### src/rtl/apb_req_arbiter_if.sv
// ----------------------------------------------------------------------------
// apb_req_arbiter_if
//
// Bundles every signal between the round-robin APB request arbiter and its
// surroundings: the NREQ local requesters on one side, and the APB master
// command inputs plus the observed bus/slave response on the other.
//
// Modports
//   master : the arbiter itself. It masters the shared APB command interface,
//            so it takes requests and bus responses and drives grants,
//            completion pulses and the APB master command signals.
//   slave  : the environment (requesters + APB master/slave), mirror image.
//
// Signals
//   req/req_rw/req_addr/req_wdata   requester inputs, requester i packed at
//                                   [i*AW +: AW] / [i*DW +: DW]
//   gnt/done/rsp_rdata/rsp_err      per-requester grant, completion pulse,
//                                   read data and error returned with done
//   transfer/READ_WRITE/APB_*       command into the APB master
//   PSEL/PENABLE/PREADY/PSLVERR/PRDATA  bus-side observation and response
// ----------------------------------------------------------------------------
interface apb_req_arbiter_if #(
  parameter int NREQ = 4,
  parameter int AW   = 8,
  parameter int DW   = 8
);
  logic [NREQ-1:0]    req;
  logic [NREQ-1:0]    req_rw;
  logic [NREQ*AW-1:0] req_addr;
  logic [NREQ*DW-1:0] req_wdata;
  logic [NREQ-1:0]    gnt;
  logic [NREQ-1:0]    done;
  logic [DW-1:0]      rsp_rdata;
  logic               rsp_err;
  logic               transfer;
  logic               READ_WRITE;
  logic [DW-1:0]      APB_WRITE_DATA;
  logic [AW-1:0]      APB_WRITE_PADDR;
  logic [AW-1:0]      APB_READ_PADDR;
  logic               PSEL;
  logic               PENABLE;
  logic               PREADY;
  logic               PSLVERR;
  logic [DW-1:0]      PRDATA;

  modport master (
    input  req, req_rw, req_addr, req_wdata,
    input  PSEL, PENABLE, PREADY, PSLVERR, PRDATA,
    output gnt, done, rsp_rdata, rsp_err,
    output transfer, READ_WRITE, APB_WRITE_DATA, APB_WRITE_PADDR, APB_READ_PADDR
  );

  modport slave (
    output req, req_rw, req_addr, req_wdata,
    output PSEL, PENABLE, PREADY, PSLVERR, PRDATA,
    input  gnt, done, rsp_rdata, rsp_err,
    input  transfer, READ_WRITE, APB_WRITE_DATA, APB_WRITE_PADDR, APB_READ_PADDR
  );
endinterface

### src/rtl/apb_req_arbiter.sv
// ----------------------------------------------------------------------------
// apb_req_arbiter
//
// Round-robin arbiter sharing one APB master command interface between NREQ
// requesters, one transaction outstanding at a time. A winner is picked in
// IDLE, its direction/address/data are latched and presented to the APB
// master during XFER, completion (PSEL & PENABLE & PREADY) is watched on the
// bus, and a one-cycle done pulse with read data / error goes back in DONE.
//
// Ports
//   PCLK    clock, all logic on the rising edge
//   PRESET  synchronous active-high reset; aborts any transaction, no done
//   bus     apb_req_arbiter_if.master (requesters, APB command, bus status)
//
// Optional feature macro: APB_ARB_TIMEOUT_EN
//   When defined, an XFER that sees no completion for TIMEOUT_CYC cycles is
//   ended with rsp_err=1 and rsp_rdata=0. When undefined, XFER waits forever.
// ----------------------------------------------------------------------------
module apb_req_arbiter #(
  parameter int NREQ        = 4,
  parameter int AW          = 8,
  parameter int DW          = 8,
  parameter int TIMEOUT_CYC = 16
) (
  input  logic              PCLK,
  input  logic              PRESET,
  apb_req_arbiter_if.master bus
);

  localparam int IDXW = (NREQ > 1) ? $clog2(NREQ) : 1;

  if (NREQ < 2 || NREQ > 8 || TIMEOUT_CYC < 1) begin : g_bad_param
    $error("apb_req_arbiter: NREQ must be 2..8 and TIMEOUT_CYC >= 1");
  end

  typedef enum logic [1:0] {IDLE, XFER, DONE} state_t;

  state_t          state_q, state_d;
  logic [IDXW-1:0] ptr_q;
  logic [IDXW-1:0] idx_q;
  logic [IDXW-1:0] pick;
  logic            rw_q;
  logic [AW-1:0]   addr_q;
  logic [DW-1:0]   wdata_q;
  logic [DW-1:0]   rdata_q;
  logic            err_q;
  logic            complete;
  logic            timeout;
  logic [NREQ-1:0] owner_oh;

  // First requester with req high, scanning upward from the pointer with
  // wrap. Scanning offsets from high to low lets the smallest offset win.
  function automatic logic [IDXW-1:0] rr_pick(input logic [NREQ-1:0] r,
                                              input logic [IDXW-1:0] p);
    logic [IDXW-1:0] w;
    logic [IDXW-1:0] jj;
    int              j;
    w = '0;
    for (int k = NREQ - 1; k >= 0; k--) begin
      j  = (int'(p) + k) % NREQ;
      jj = IDXW'(j);
      if (r[jj]) w = jj;
    end
    return w;
  endfunction

  // Pointer advance that wraps at NREQ-1 even when NREQ is not a power of 2.
  function automatic logic [IDXW-1:0] rr_next(input logic [IDXW-1:0] i);
    return (i == IDXW'(NREQ - 1)) ? '0 : i + 1'b1;
  endfunction

  assign pick     = rr_pick(bus.req, ptr_q);
  assign complete = bus.PSEL & bus.PENABLE & bus.PREADY;
  assign owner_oh = {{(NREQ-1){1'b0}}, 1'b1} << idx_q;

`ifdef APB_ARB_TIMEOUT_EN
  localparam int CNTW = $clog2(TIMEOUT_CYC + 1);
  logic [CNTW-1:0] cnt_q;

  // cnt_q holds the number of XFER cycles already spent without completion,
  // so the last allowed cycle is the one where it equals TIMEOUT_CYC-1.
  assign timeout = (cnt_q == CNTW'(TIMEOUT_CYC - 1));

  always_ff @(posedge PCLK) begin
    if (PRESET) begin
      cnt_q <= '0;
    end else if (state_q == XFER) begin
      cnt_q <= cnt_q + 1'b1;
    end else begin
      cnt_q <= '0;
    end
  end
`else
  assign timeout = 1'b0;
`endif

  // Control state: the only registers that see reset.
  always_ff @(posedge PCLK) begin
    if (PRESET) begin
      state_q <= IDLE;
      ptr_q   <= '0;
    end else begin
      state_q <= state_d;
      if (state_q == DONE) ptr_q <= rr_next(idx_q);
    end
  end

  // Transaction data: latched at grant and at completion, never reset.
  // Everything here reaches the outputs only through state-gated muxes.
  always_ff @(posedge PCLK) begin
    if (state_q == IDLE && |bus.req) begin
      idx_q   <= pick;
      rw_q    <= bus.req_rw[pick];
      addr_q  <= bus.req_addr[pick*AW +: AW];
      wdata_q <= bus.req_wdata[pick*DW +: DW];
    end
    if (state_q == XFER) begin
      if (complete) begin
        rdata_q <= rw_q ? '0 : bus.PRDATA;
        err_q   <= bus.PSLVERR;
      end else if (timeout) begin
        rdata_q <= '0;
        err_q   <= 1'b1;
      end
    end
  end

  // Next state and outputs. Outputs depend only on registered state, so
  // grant/transfer appear one cycle after the winning request is sampled.
  always_comb begin
    state_d             = state_q;
    bus.gnt             = '0;
    bus.done            = '0;
    bus.rsp_rdata       = '0;
    bus.rsp_err         = 1'b0;
    bus.transfer        = 1'b0;
    bus.READ_WRITE      = 1'b0;
    bus.APB_WRITE_DATA  = '0;
    bus.APB_WRITE_PADDR = '0;
    bus.APB_READ_PADDR  = '0;
    case (state_q)
      IDLE: begin
        if (|bus.req) state_d = XFER;
      end
      XFER: begin
        bus.transfer   = 1'b1;
        bus.gnt        = owner_oh;
        bus.READ_WRITE = rw_q;
        if (rw_q) begin
          bus.APB_WRITE_PADDR = addr_q;
          bus.APB_WRITE_DATA  = wdata_q;
        end else begin
          bus.APB_READ_PADDR  = addr_q;
        end
        if (complete || timeout) state_d = DONE;
      end
      DONE: begin
        bus.done      = owner_oh;
        bus.rsp_rdata = rdata_q;
        bus.rsp_err   = err_q;
        state_d       = IDLE;
      end
      default: state_d = IDLE;
    endcase
  end

endmodule

### src/flat_wrapper.sv
// flat-port wrapper written by rule: the top's interface ports become plain ports
module apb_req_arbiter_flat 
#(
  parameter int NREQ        = 4,
  parameter int AW          = 8,
  parameter int DW          = 8,
  parameter int TIMEOUT_CYC = 16
)
  (PCLK, PRESET, bus_req, bus_req_rw, bus_req_addr, bus_req_wdata, bus_PSEL, bus_PENABLE, bus_PREADY, bus_PSLVERR, bus_PRDATA, bus_gnt, bus_done, bus_rsp_rdata, bus_rsp_err, bus_transfer, bus_READ_WRITE, bus_APB_WRITE_DATA, bus_APB_WRITE_PADDR, bus_APB_READ_PADDR);
  apb_req_arbiter_if #(.NREQ(NREQ), .AW(AW), .DW(DW)) bus_i ();
  input  logic PCLK;
  input  logic PRESET;
  input wire logic [$bits(bus_i.req)-1:0] bus_req;
  input wire logic [$bits(bus_i.req_rw)-1:0] bus_req_rw;
  input wire logic [$bits(bus_i.req_addr)-1:0] bus_req_addr;
  input wire logic [$bits(bus_i.req_wdata)-1:0] bus_req_wdata;
  input wire logic [$bits(bus_i.PSEL)-1:0] bus_PSEL;
  input wire logic [$bits(bus_i.PENABLE)-1:0] bus_PENABLE;
  input wire logic [$bits(bus_i.PREADY)-1:0] bus_PREADY;
  input wire logic [$bits(bus_i.PSLVERR)-1:0] bus_PSLVERR;
  input wire logic [$bits(bus_i.PRDATA)-1:0] bus_PRDATA;
  output wire logic [$bits(bus_i.gnt)-1:0] bus_gnt;
  output wire logic [$bits(bus_i.done)-1:0] bus_done;
  output wire logic [$bits(bus_i.rsp_rdata)-1:0] bus_rsp_rdata;
  output wire logic [$bits(bus_i.rsp_err)-1:0] bus_rsp_err;
  output wire logic [$bits(bus_i.transfer)-1:0] bus_transfer;
  output wire logic [$bits(bus_i.READ_WRITE)-1:0] bus_READ_WRITE;
  output wire logic [$bits(bus_i.APB_WRITE_DATA)-1:0] bus_APB_WRITE_DATA;
  output wire logic [$bits(bus_i.APB_WRITE_PADDR)-1:0] bus_APB_WRITE_PADDR;
  output wire logic [$bits(bus_i.APB_READ_PADDR)-1:0] bus_APB_READ_PADDR;
  assign bus_i.req = bus_req;
  assign bus_i.req_rw = bus_req_rw;
  assign bus_i.req_addr = bus_req_addr;
  assign bus_i.req_wdata = bus_req_wdata;
  assign bus_i.PSEL = bus_PSEL;
  assign bus_i.PENABLE = bus_PENABLE;
  assign bus_i.PREADY = bus_PREADY;
  assign bus_i.PSLVERR = bus_PSLVERR;
  assign bus_i.PRDATA = bus_PRDATA;
  assign bus_gnt = bus_i.gnt;
  assign bus_done = bus_i.done;
  assign bus_rsp_rdata = bus_i.rsp_rdata;
  assign bus_rsp_err = bus_i.rsp_err;
  assign bus_transfer = bus_i.transfer;
  assign bus_READ_WRITE = bus_i.READ_WRITE;
  assign bus_APB_WRITE_DATA = bus_i.APB_WRITE_DATA;
  assign bus_APB_WRITE_PADDR = bus_i.APB_WRITE_PADDR;
  assign bus_APB_READ_PADDR = bus_i.APB_READ_PADDR;
  apb_req_arbiter #(.NREQ(NREQ), .AW(AW), .DW(DW), .TIMEOUT_CYC(TIMEOUT_CYC)) u_core (.PCLK(PCLK), .PRESET(PRESET), .bus(bus_i));
endmodule
### config.mk
export PLATFORM = sky130hd
export DESIGN_NAME = apb_req_arbiter_flat
export DESIGN_NICKNAME = d
export VERILOG_FILES = /design/src/rtl/apb_req_arbiter_if.sv /design/src/rtl/apb_req_arbiter.sv /design/src/flat_wrapper.sv
export SDC_FILE = /design/constraint.sdc
export NUM_CORES = 1
export LEC_CHECK = 0
export CAP_MARGIN = 10
export CORE_ASPECT_RATIO = 2
export CORE_MARGIN = 10
export CORE_UTILIZATION = 40
export DETAILED_ROUTE_END_ITERATION = 7
export PLACE_DENSITY = 0.86
export SYNTH_ARGS = -nofsm -noshare
export SYNTH_HDL_FRONTEND = slang
export SYNTH_SLANG_ARGS = --single-unit
### constraint.sdc
create_clock -name PCLK -period 6 [get_ports PCLK]
set_input_delay 0.9 -clock PCLK [delete_from_list [all_inputs] [get_ports PCLK]]
set_output_delay 0.9 -clock PCLK [all_outputs]
set_load 0.05 [all_outputs]
Word-level counts from Yosys, hierarchy flattened

Index checks and enable logic that the tools add are counted.

Bits of input ports: 86
Word-level logic and storage cells: 62
Output and inout port bits: 43
Bits in registers: 32

Bitwise logic cells: 2
Add/sub/neg operators: 4
Equality and inequality tests: 5
Magnitude comparators: 5
Reductions and logical operators: 5
Multiplexer cells: 30
Shift operators: 3

Operators with widths:

| kind                | count |
|---|---|
| $shiftx 32x6->8     | 2 |
| $mux 8              | 7 |
| $lt 2x3->1 const B  | 5 |
| $mux 2              | 7 |
| $bmux 1 s2          | 5 |
| $mux 1              | 8 |
| $mux 4              | 2 |
| $add 2x1->2 const B | 2 |
| $add 2x2->2 const B | 2 |
| $eq 2x2->1 const B  | 2 |
| $pmux 2 s2          | 1 |
| $reduce_and 2->1    | 2 |
| $reduce_or 4->1     | 1 |
| $shl 1x2->4 const A | 1 |
| $and 1x1->1         | 2 |
| $eq 2x1->1 const B  | 1 |
| $logic_not 2->1     | 1 |
| $ne 2x1->1 const B  | 1 |
| $ne 2x2->1 const B  | 1 |
| $logic_and 1x1->1   | 1 |

Depth between registers and ports, before layout

Gate-level depths: netlist (run 1).

Word-level depth: 9
Gate-level depth with buffers: 7
Gate-level depth less buffers: 5

Worst setup path after synthesis (run 1)

No wires, ideal clock.

Path kind: input port to flip-flop
From: input port bus_req[3]
To: register u_core.addr_q[0] (enable)
Required time: 5.579 ns
Arrival time: 2.316 ns
Buffers on the path: 0
Stages on the path: 2
Slack: 3.262 ns
Setup time: 0.421 ns
Cell sequence: nor4_1 > nor3_1

Longest elaborated chain between the ends: 2

Ends and longest elaborated chain:

| what                 | RTL line               | RTL |
|---|---|---|
| start, declared      | flat_wrapper.sv:13     | `input wire logic [$bits(bus_i.req)-1:0] bus_req;` |
| $reduce_or 4->1      | apb_req_arbiter.sv:111 | `if (state_q == IDLE && \|bus.req) begin` |
| $logic_and 1x1->1    | apb_req_arbiter.sv:111 |  |
| end signal, assigned | apb_req_arbiter.sv:114 | `addr_q <= bus.req_addr[pick*AW +: AW];` |
| end, declared        | apb_req_arbiter.sv:43  | `logic [AW-1:0] addr_q;` |

Every way passes these cells.
A chain may end at the register's enable or synchronous reset.

Worst setup path in the final report (run 1)

From: register u_core.rw_q
To: output port bus_APB_READ_PADDR[0]

Longest elaborated chain between the ends: 2

Ends and longest elaborated chain:

| what                   | RTL line               | RTL |
|---|---|---|
| start, declared        | apb_req_arbiter.sv:42  | `logic rw_q;` |
| start signal, assigned | apb_req_arbiter.sv:113 | `rw_q <= bus.req_rw[pick];` |
| $mux 8                 | apb_req_arbiter.sv:149 | `if (rw_q) begin` |
| $mux 8                 | apb_req_arbiter.sv:141 | `case (state_q)` |
| end, declared          | flat_wrapper.sv:30     | `output wire logic [$bits(bus_i.APB_READ_PADDR)-1:0] bus_APB_READ_PADDR;` |

Every way passes these cells.

==> metrics.md, run 1 <==
| Metric | Value |
|---|---|
| Outcome | `finished clean` |
| Synthesis-to-finish area growth | `65.08%` |
| Yosys cell types | `24` |
| Period utilization | `56.93%` |
| Post-CTS Hold Fix Bufs | `0` |
| DR iter-0 viols | `52` |
| Skew-Pair Late Insertion Delay | `about 0.27 ns` |
| Remaining global-route overflow | `0` |
| Maximum clock rate | `292.8 MHz` |
| Row Count | `37` |
| Post-Synth Simple-Gate Area | `19.47%` |
| Critical Path End Type | `output pin` |
| Seq cells post-synth | `32` |
| RSZ-0062 raised after global routing | `false` |
| Cts repair resizes | `0` |
| Setup_tns | `0 ns` |
| Post-synth top area cell | `edfxtp_1` |
| Hpwl dp | `5365 um` |
| Synth area leaders | `edfxtp_1, mux2i_1, and2_1` |
| Final Setup Violations | `0` |
| Post-synth top cells | `mux2i_1, edfxtp_1, and2_1` |
| Inserted Diodes | `0` |
| Slew Limit Fails | `0` |
| Syn_nets | `approximately 270` |
| Post-synthesis compound-gate area fraction | `2.103%` |
| Critical Path RT | `5.10 ns` |
| Main synth FF type | `edfxtp_1` |
| CP max FO | `26` |
| Vias/cell | `about 4.9` |
| Total CTS buffers | `5` |
| Max clock buf depth | `2` |
| Die area | `8666 sq um` |
| GRT Overall Usage | `13.94%` |
| Sequential area share after synthesis | `44.23%` |
| Post-placement cell area | `3357 sq um` |
| Chip Height | `122.0 um` |
| Die W | `71.02 um` |
| Cell Area, Synth | `approximately 2100 sq um` |
| Power Dens Cells | `190.8 nW/um^2` |
| Asr flop ratio synth | `0%` |
| Final wirelength | `6249 um` |
| Hold WC Path Type | `reg2reg` |
| DRC Markers | `0` |
| Clock transition at the registers of the reported paths | `0.06 ns` |
| Final hold vios | `0` |
| Max Clock Skew | `around 0.0022 ns` |
| Core area | `5092 sq um` |
| Post-synth top area share | `40.38%` |
| H-tree levels | `2` |
| DR WL/cell | `17.21 um` |
| Static leakage | `1.305 nW` |
| Crit path time final | `3.416 ns` |
| Startpoint types | `register` |
| 1st-pass router iterations | `4` |
| Synthesized area per cell | `11.70 sq um` |
| Initial antenna violation count | `0` |
| Post-synth EDFFs | `28` |
| Synth Area in Adders | `between 2 and 2.5%` |
| Multi-input logic area | `1052 sq um` |
| Post-synthesis mux area share | `25.48%` |
| Cells after synthesis | `178` |
| Nets | `394` |
| Cell with the most instances after synthesis | `mux2i_1` |
| Total Power | `0.6557 mW` |
| CTS tree | `yes` |
| Register area | `920.9 sq um` |
| Final Cell Area | `3437 sq um` |
| # clock sinks | `32` |
| Worst Max-Slew Pin Slew | `~1.0 ns` |
| Vias post-DR | `1,794` |
| Post CTS Setup Buffer Count | `0` |
| Worst path arrival time | `approximately 2.5 ns` |
| Initial Util | `about two fifths` |
| # Max-Cap Violations | `0` |
| Root buffer selected by CTS | `clkbuf_8` |
| I/O pins | `129` |
| Fill cells | `400` |
| Number of global-route vias before repair | `1,938` |
| GPL Wtd Cong | `between 0.8 and 0.9` |
| Xor-xnor portion of the synthesized cell area | `0%` |
| First-pass GRT wire length | `9673 um` |
| Maximum number of pins on one net before global-route repair | `36` |
| Crit Path Class | `reg2out` |
| Final ANT Viol Nets | `0` |
| Slew margin rel. | `between 20% and 30%` |
| Number of I/O port buffers | `~130` |
| Layout cell share with drive strength beyond 1 | `3.607%` |
| Synthesis warning total | `0` |
| Peak supply drop | `0.2212 mV` |
| Main combinational cell family by area after synthesis | `multiplexers` |
[power breakdown]
group / internal, mW / switching (mW) / total, mW
clock: 0.0805 / 0.0687 / 0.149
sequential: 0.268 / 0.0126 / 0.281
combinational: 0.110 / 0.116 / 0.225
total: 0.459 / 0.197 / 0.656
[path summary, 6_finish.rpt]
path | from | end | slack, ns | depth (start not counted)
worst max-delay path | u_core.rw_q | bus_APB_READ_PADDR[0] | 2.58 | 3
worst min-delay path | u_core.state_q[0] | u_core.state_q[1] | 0.58 | 2
worst max register to register | u_core.ptr_q[1] | u_core.wdata_q[6] | 3.88 | 4
worst min register to register | u_core.state_q[0] | u_core.state_q[1] | 0.58 | 2
[per-layer routing]
metal / wire length (um) / global-route usage, %
met4: 210 / 6.691
met1: 1903 / 11.67
met5: 0 / 0
met2: 3648 / 26.96
met3: 486 / 5.614
[cells by family after synthesis]
group	after synthesis
mux	53
compound gates	6
buf+inv	15
flops	32
simple gates	68
fa+ha+maj	4
[worst max-delay path, cell delays in order (launching register included)]
cell,delay (ns)
edfxtp_1,0.68
nor2_1,0.55
and2_1,0.21
clkdlybuf4s50_1,0.80
[per-stage QoR]
step	cells	setup slack, ns	hold WS (ns)	utilization, %
2_1_floorplan	178	3.262	0.5182	-
6_report	363	2.584	0.5754	67.49
4_1_cts	363	2.524	0.5794	67.49
5_1_grt	363	2.404	0.6428	67.49
3_3_place_gp	355	2.865	0.5684	65.92
3_5_place_dp	355	2.823	0.5690	65.92
[area by class of cell]
cell class	count	share of cell area (%)
clock buffers	7	2.221
flip-flops and latches	32	26.79
inverters	4	0.4368
repair buffers	130	37.71
well taps	58	2.111
multi-input cells	131	30.62
clock inverters	1	0.1092
[placed cells by master, fill, tap and decap left out, types with 5 or more instances in the layout]
| cell type | instances |
|---|---|
| and2_1 | 26 |
| and3_1 | 16 |
| mux2i_1 | 53 |
| nor2b_1 | 9 |
| nor2_1 | 8 |
| clkbuf_8 | 5 |
| clkdlybuf4s50_1 | 128 |
| edfxtp_1 | 28 |
[state kept, by name (all words and copies together) (netlist names)]
signal	cells
u_core.state_q	2
u_core.rdata_q	8
u_core.wdata_q	8
u_core.rw_q	1
u_core.idx_q	2
u_core.err_q	1
u_core.ptr_q	2
u_core.addr_q	8
Power figures use the tool's default switching activity.
==> run 2, diff against run 1 <==
CORE_UTILIZATION = 37   (was 40)
PLACE_DENSITY = 0.81   (was 0.86)
clock period = 3.3 ns   (was 6 ns; I/O delays follow)
==> metrics.md, run 2 (synthesis gave the netlist of run 1 again) <==
| Metric | Value |
|---|---|
| Outcome | `finished clean` |
| Hold WC Path Type | `reg2reg` |
| Cells on worst reg2reg path | `6 (+2)` |
| Crit-path cells | `nand2b_1 > inv_1 > and3_1 > clkdlybuf4s50_1` |
| Hold Startpoint | `u_core.state_q[0]` |
| Worst path arrival time | `2.34 ns (-0.18 ns)` |
| Commonest non-fill, non-tap cells in the layout | `clkdlybuf4s50_1, mux2i_1, edfxtp_1, and2_1, and3_1` |
| Crit Path Class | `reg2out` |
| Critical Path End Type | `output pin` |
| Final ANT Viol Nets | `0 (unchanged)` |
| Startpoint types | `register` |
| Non-Filler Instances | `368 (+1.4%)` |
| Biggest regs | `u_core.addr_q x8, u_core.rdata_q x8, u_core.wdata_q x8` |
| Crit path time final | `2.840 ns` |
| Worst R2R End | `u_core.wdata_q[1]` |
| GPL Wtd Cong | `0.7672 (-6.5%)` |
| Peak supply drop | `0.2622 mV (+19%)` |
| Vias post-DR | `1,815 (+1.2%)` |
| DRC Markers | `0 (unchanged)` |
| Number of global-route vias before repair | `1,958 (+1.0%)` |
| H-tree levels | `2 (unchanged)` |
| First-pass GRT wire length | `10,090 um (+4.3%)` |
| # clock sinks | `32 (unchanged)` |
| RSZ-0062 raised after global routing | `false` |
| Row Count | `38 (+2.7%)` |
| Post-placement cell area | `3395 sq um (+1.1%)` |
| Worst Max-Slew Pin Slew | `0.6931 ns (-0.3552 ns)` |
| Maximum number of pins on one net before global-route repair | `26 (-28%)` |
| Critical Path Max Stage Delay | `0.82 ns (+0.02 ns)` |
| Post CTS Setup Buffer Count | `0 (unchanged)` |
| Max clock buf depth | `2 (unchanged)` |
| Power Dens Cells | `353.1 nW/um^2 (+85%)` |
| GRT Overall Usage | `14.09% (+0.14 points)` |
| Die W | `73.04 um (+2.9%)` |
| Final Cell Area | `3487 sq um (+1.5%)` |
| Layout cell share with drive strength beyond 1 | `5.519% (+1.9 points)` |
| CP max FO | `23 (-12%)` |
| Setup_tns | `0 ns (unchanged)` |
| Hpwl dp | `5687 um (+6.0%)` |
| Hold Path End | `u_core.state_q[1]` |
| Number of I/O port buffers | `128 (unchanged)` |
| Total Power | `1.231 mW (+88%)` |
| 1st-pass router iterations | `4 (unchanged)` |
| Post-CTS Hold Fix Bufs | `0 (unchanged)` |
| Maximum clock rate | `352.2 MHz` |
| Nets | `397 (+0.76%)` |
| DP Worst Slack | `0.7539 ns (-2.069 ns)` |
| DR WL/cell | `18.10 um (+5.1%)` |
| Reg2Reg Setup Slack | `1.40 ns (-2.48 ns)` |
| Placed cell count | `360 (+1.4%)` |
| Vias/cell | `4.932 (-0.20%)` |
| Min-Delay Path Depth | `2 (unchanged)` |
| Setup slack after layout | `0.4604 ns (-2.124 ns)` |
| Final Setup Violations | `0 (unchanged)` |
| Slew margin rel. | `53.62% (+24 points)` |
| Skew-Pair Late Insertion Delay | `0.27 ns (about the same)` |
| I/O pins | `129 (unchanged)` |
| Chip Height | `126.1 um (+3.3%)` |
| Reg2Reg Launch Point | `u_core.ptr_q[1]` |
| Period utilization | `86.05%` |
| CTS tree | `yes` |
| DR iter-0 viols | `50 (-3.8%)` |
| Max Clock Skew | `0.003950 ns (+0.001765 ns)` |
| Static leakage | `1.335 nW (+2.3%)` |
| Cts repair resizes | `0 (unchanged)` |
| Commonest non-fill, non-tap cell in the layout | `clkdlybuf4s50_1` |
| Initial antenna violation count | `0 (unchanged)` |
| Initial Util | `38.08% (-2.8 points)` |
| Crit-path slowest cell | `clkdlybuf4s50_1` |
| Critical Path RT | `2.80 ns (-2.30 ns)` |
| Inserted Diodes | `0 (unchanged)` |
| Final hold vios | `0 (unchanged)` |
| Total CTS buffers | `5 (unchanged)` |
| Slew Limit Fails | `0 (unchanged)` |
| # Max-Cap Violations | `0 (unchanged)` |
| Die area | `9209 sq um (+6.3%)` |
| Final wirelength | `6661 um (+6.6%)` |
| Remaining global-route overflow | `0 (unchanged)` |
| Root buffer selected by CTS | `clkbuf_8` |
| Synthesis-to-finish area growth | `67.49%` |
| Clock transition at the registers of the reported paths | `0.06 ns (about the same)` |
| Core area | `5468 sq um (+7.4%)` |
==> run 2: cell type report <==
class	instances	area [sq um]
Fill cell	463	1981
Timing Repair Buffer	133	1331
Multi-Input combinational cell	131	1052
Sequential cell	32	920.9
Clock buffer	6	82.58
Tap cell	60	75.07
Inverter	4	15.01
Clock inverter	2	10.01
==> run 2: where the power goes <==
part	total, mW	switching, mW	leakage (nW)	internal [mW]
clock network	0.303	0.136	0.0510	0.166
registers	0.501	0.0139	0.305	0.488
logic	0.427	0.223	0.979	0.204
total	1.23	0.373	1.33	0.858
==> run 2: per-stage QoR <==
stage / utilization [%] / hold WS (ns)
finish: 63.78 / 0.5758
global route: 63.78 / 0.6190
CTS: 63.78 / 0.5781
global placement: 62.08 / 0.5681
floorplan: - / 0.5182
detailed placement: 62.08 / 0.5639
==> run 2: critical path: cells and delay by family, from the launching register on <==
family / cells / cell delay, ns
DFF: 1 / 0.33
and+or+nand+nor: 2 / 0.46
buffers and inverters: 2 / 1.28
==> run 2: how the worst max path moves through the flow <==
stage	startpoint	endpoint	depth (start not counted)
final	u_core.state_q[1]	bus_APB_WRITE_DATA[1]	4
after global routing	u_core.state_q[1]	bus_APB_WRITE_DATA[1]	4
after global placement	u_core.state_q[1]	bus_APB_WRITE_DATA[1]	4
after detailed placement	u_core.state_q[1]	bus_APB_WRITE_DATA[5]	4
after floorplan	bus_req[3]	u_core.addr_q[0]	2
after CTS	u_core.state_q[1]	bus_APB_WRITE_DATA[5]	4
==> run 2: layer usage <==
metal,wire [um],part of all wire (%),GRT usage (%),up-vias
met1,1983,30,11.33,848
met4,71,1.1,4.831,0
met3,485,7.3,4.796,4
met5,0,0,0,-
li1,-,-,-,896
met2,4120,62,28.47,67
==> run 3, diff against run 2 <==
SETUP_SLACK_MARGIN = 0.2   (was unset)
==> results of run 3 <==
No change in the layout: final DEF, timing and power equal those of run 2.
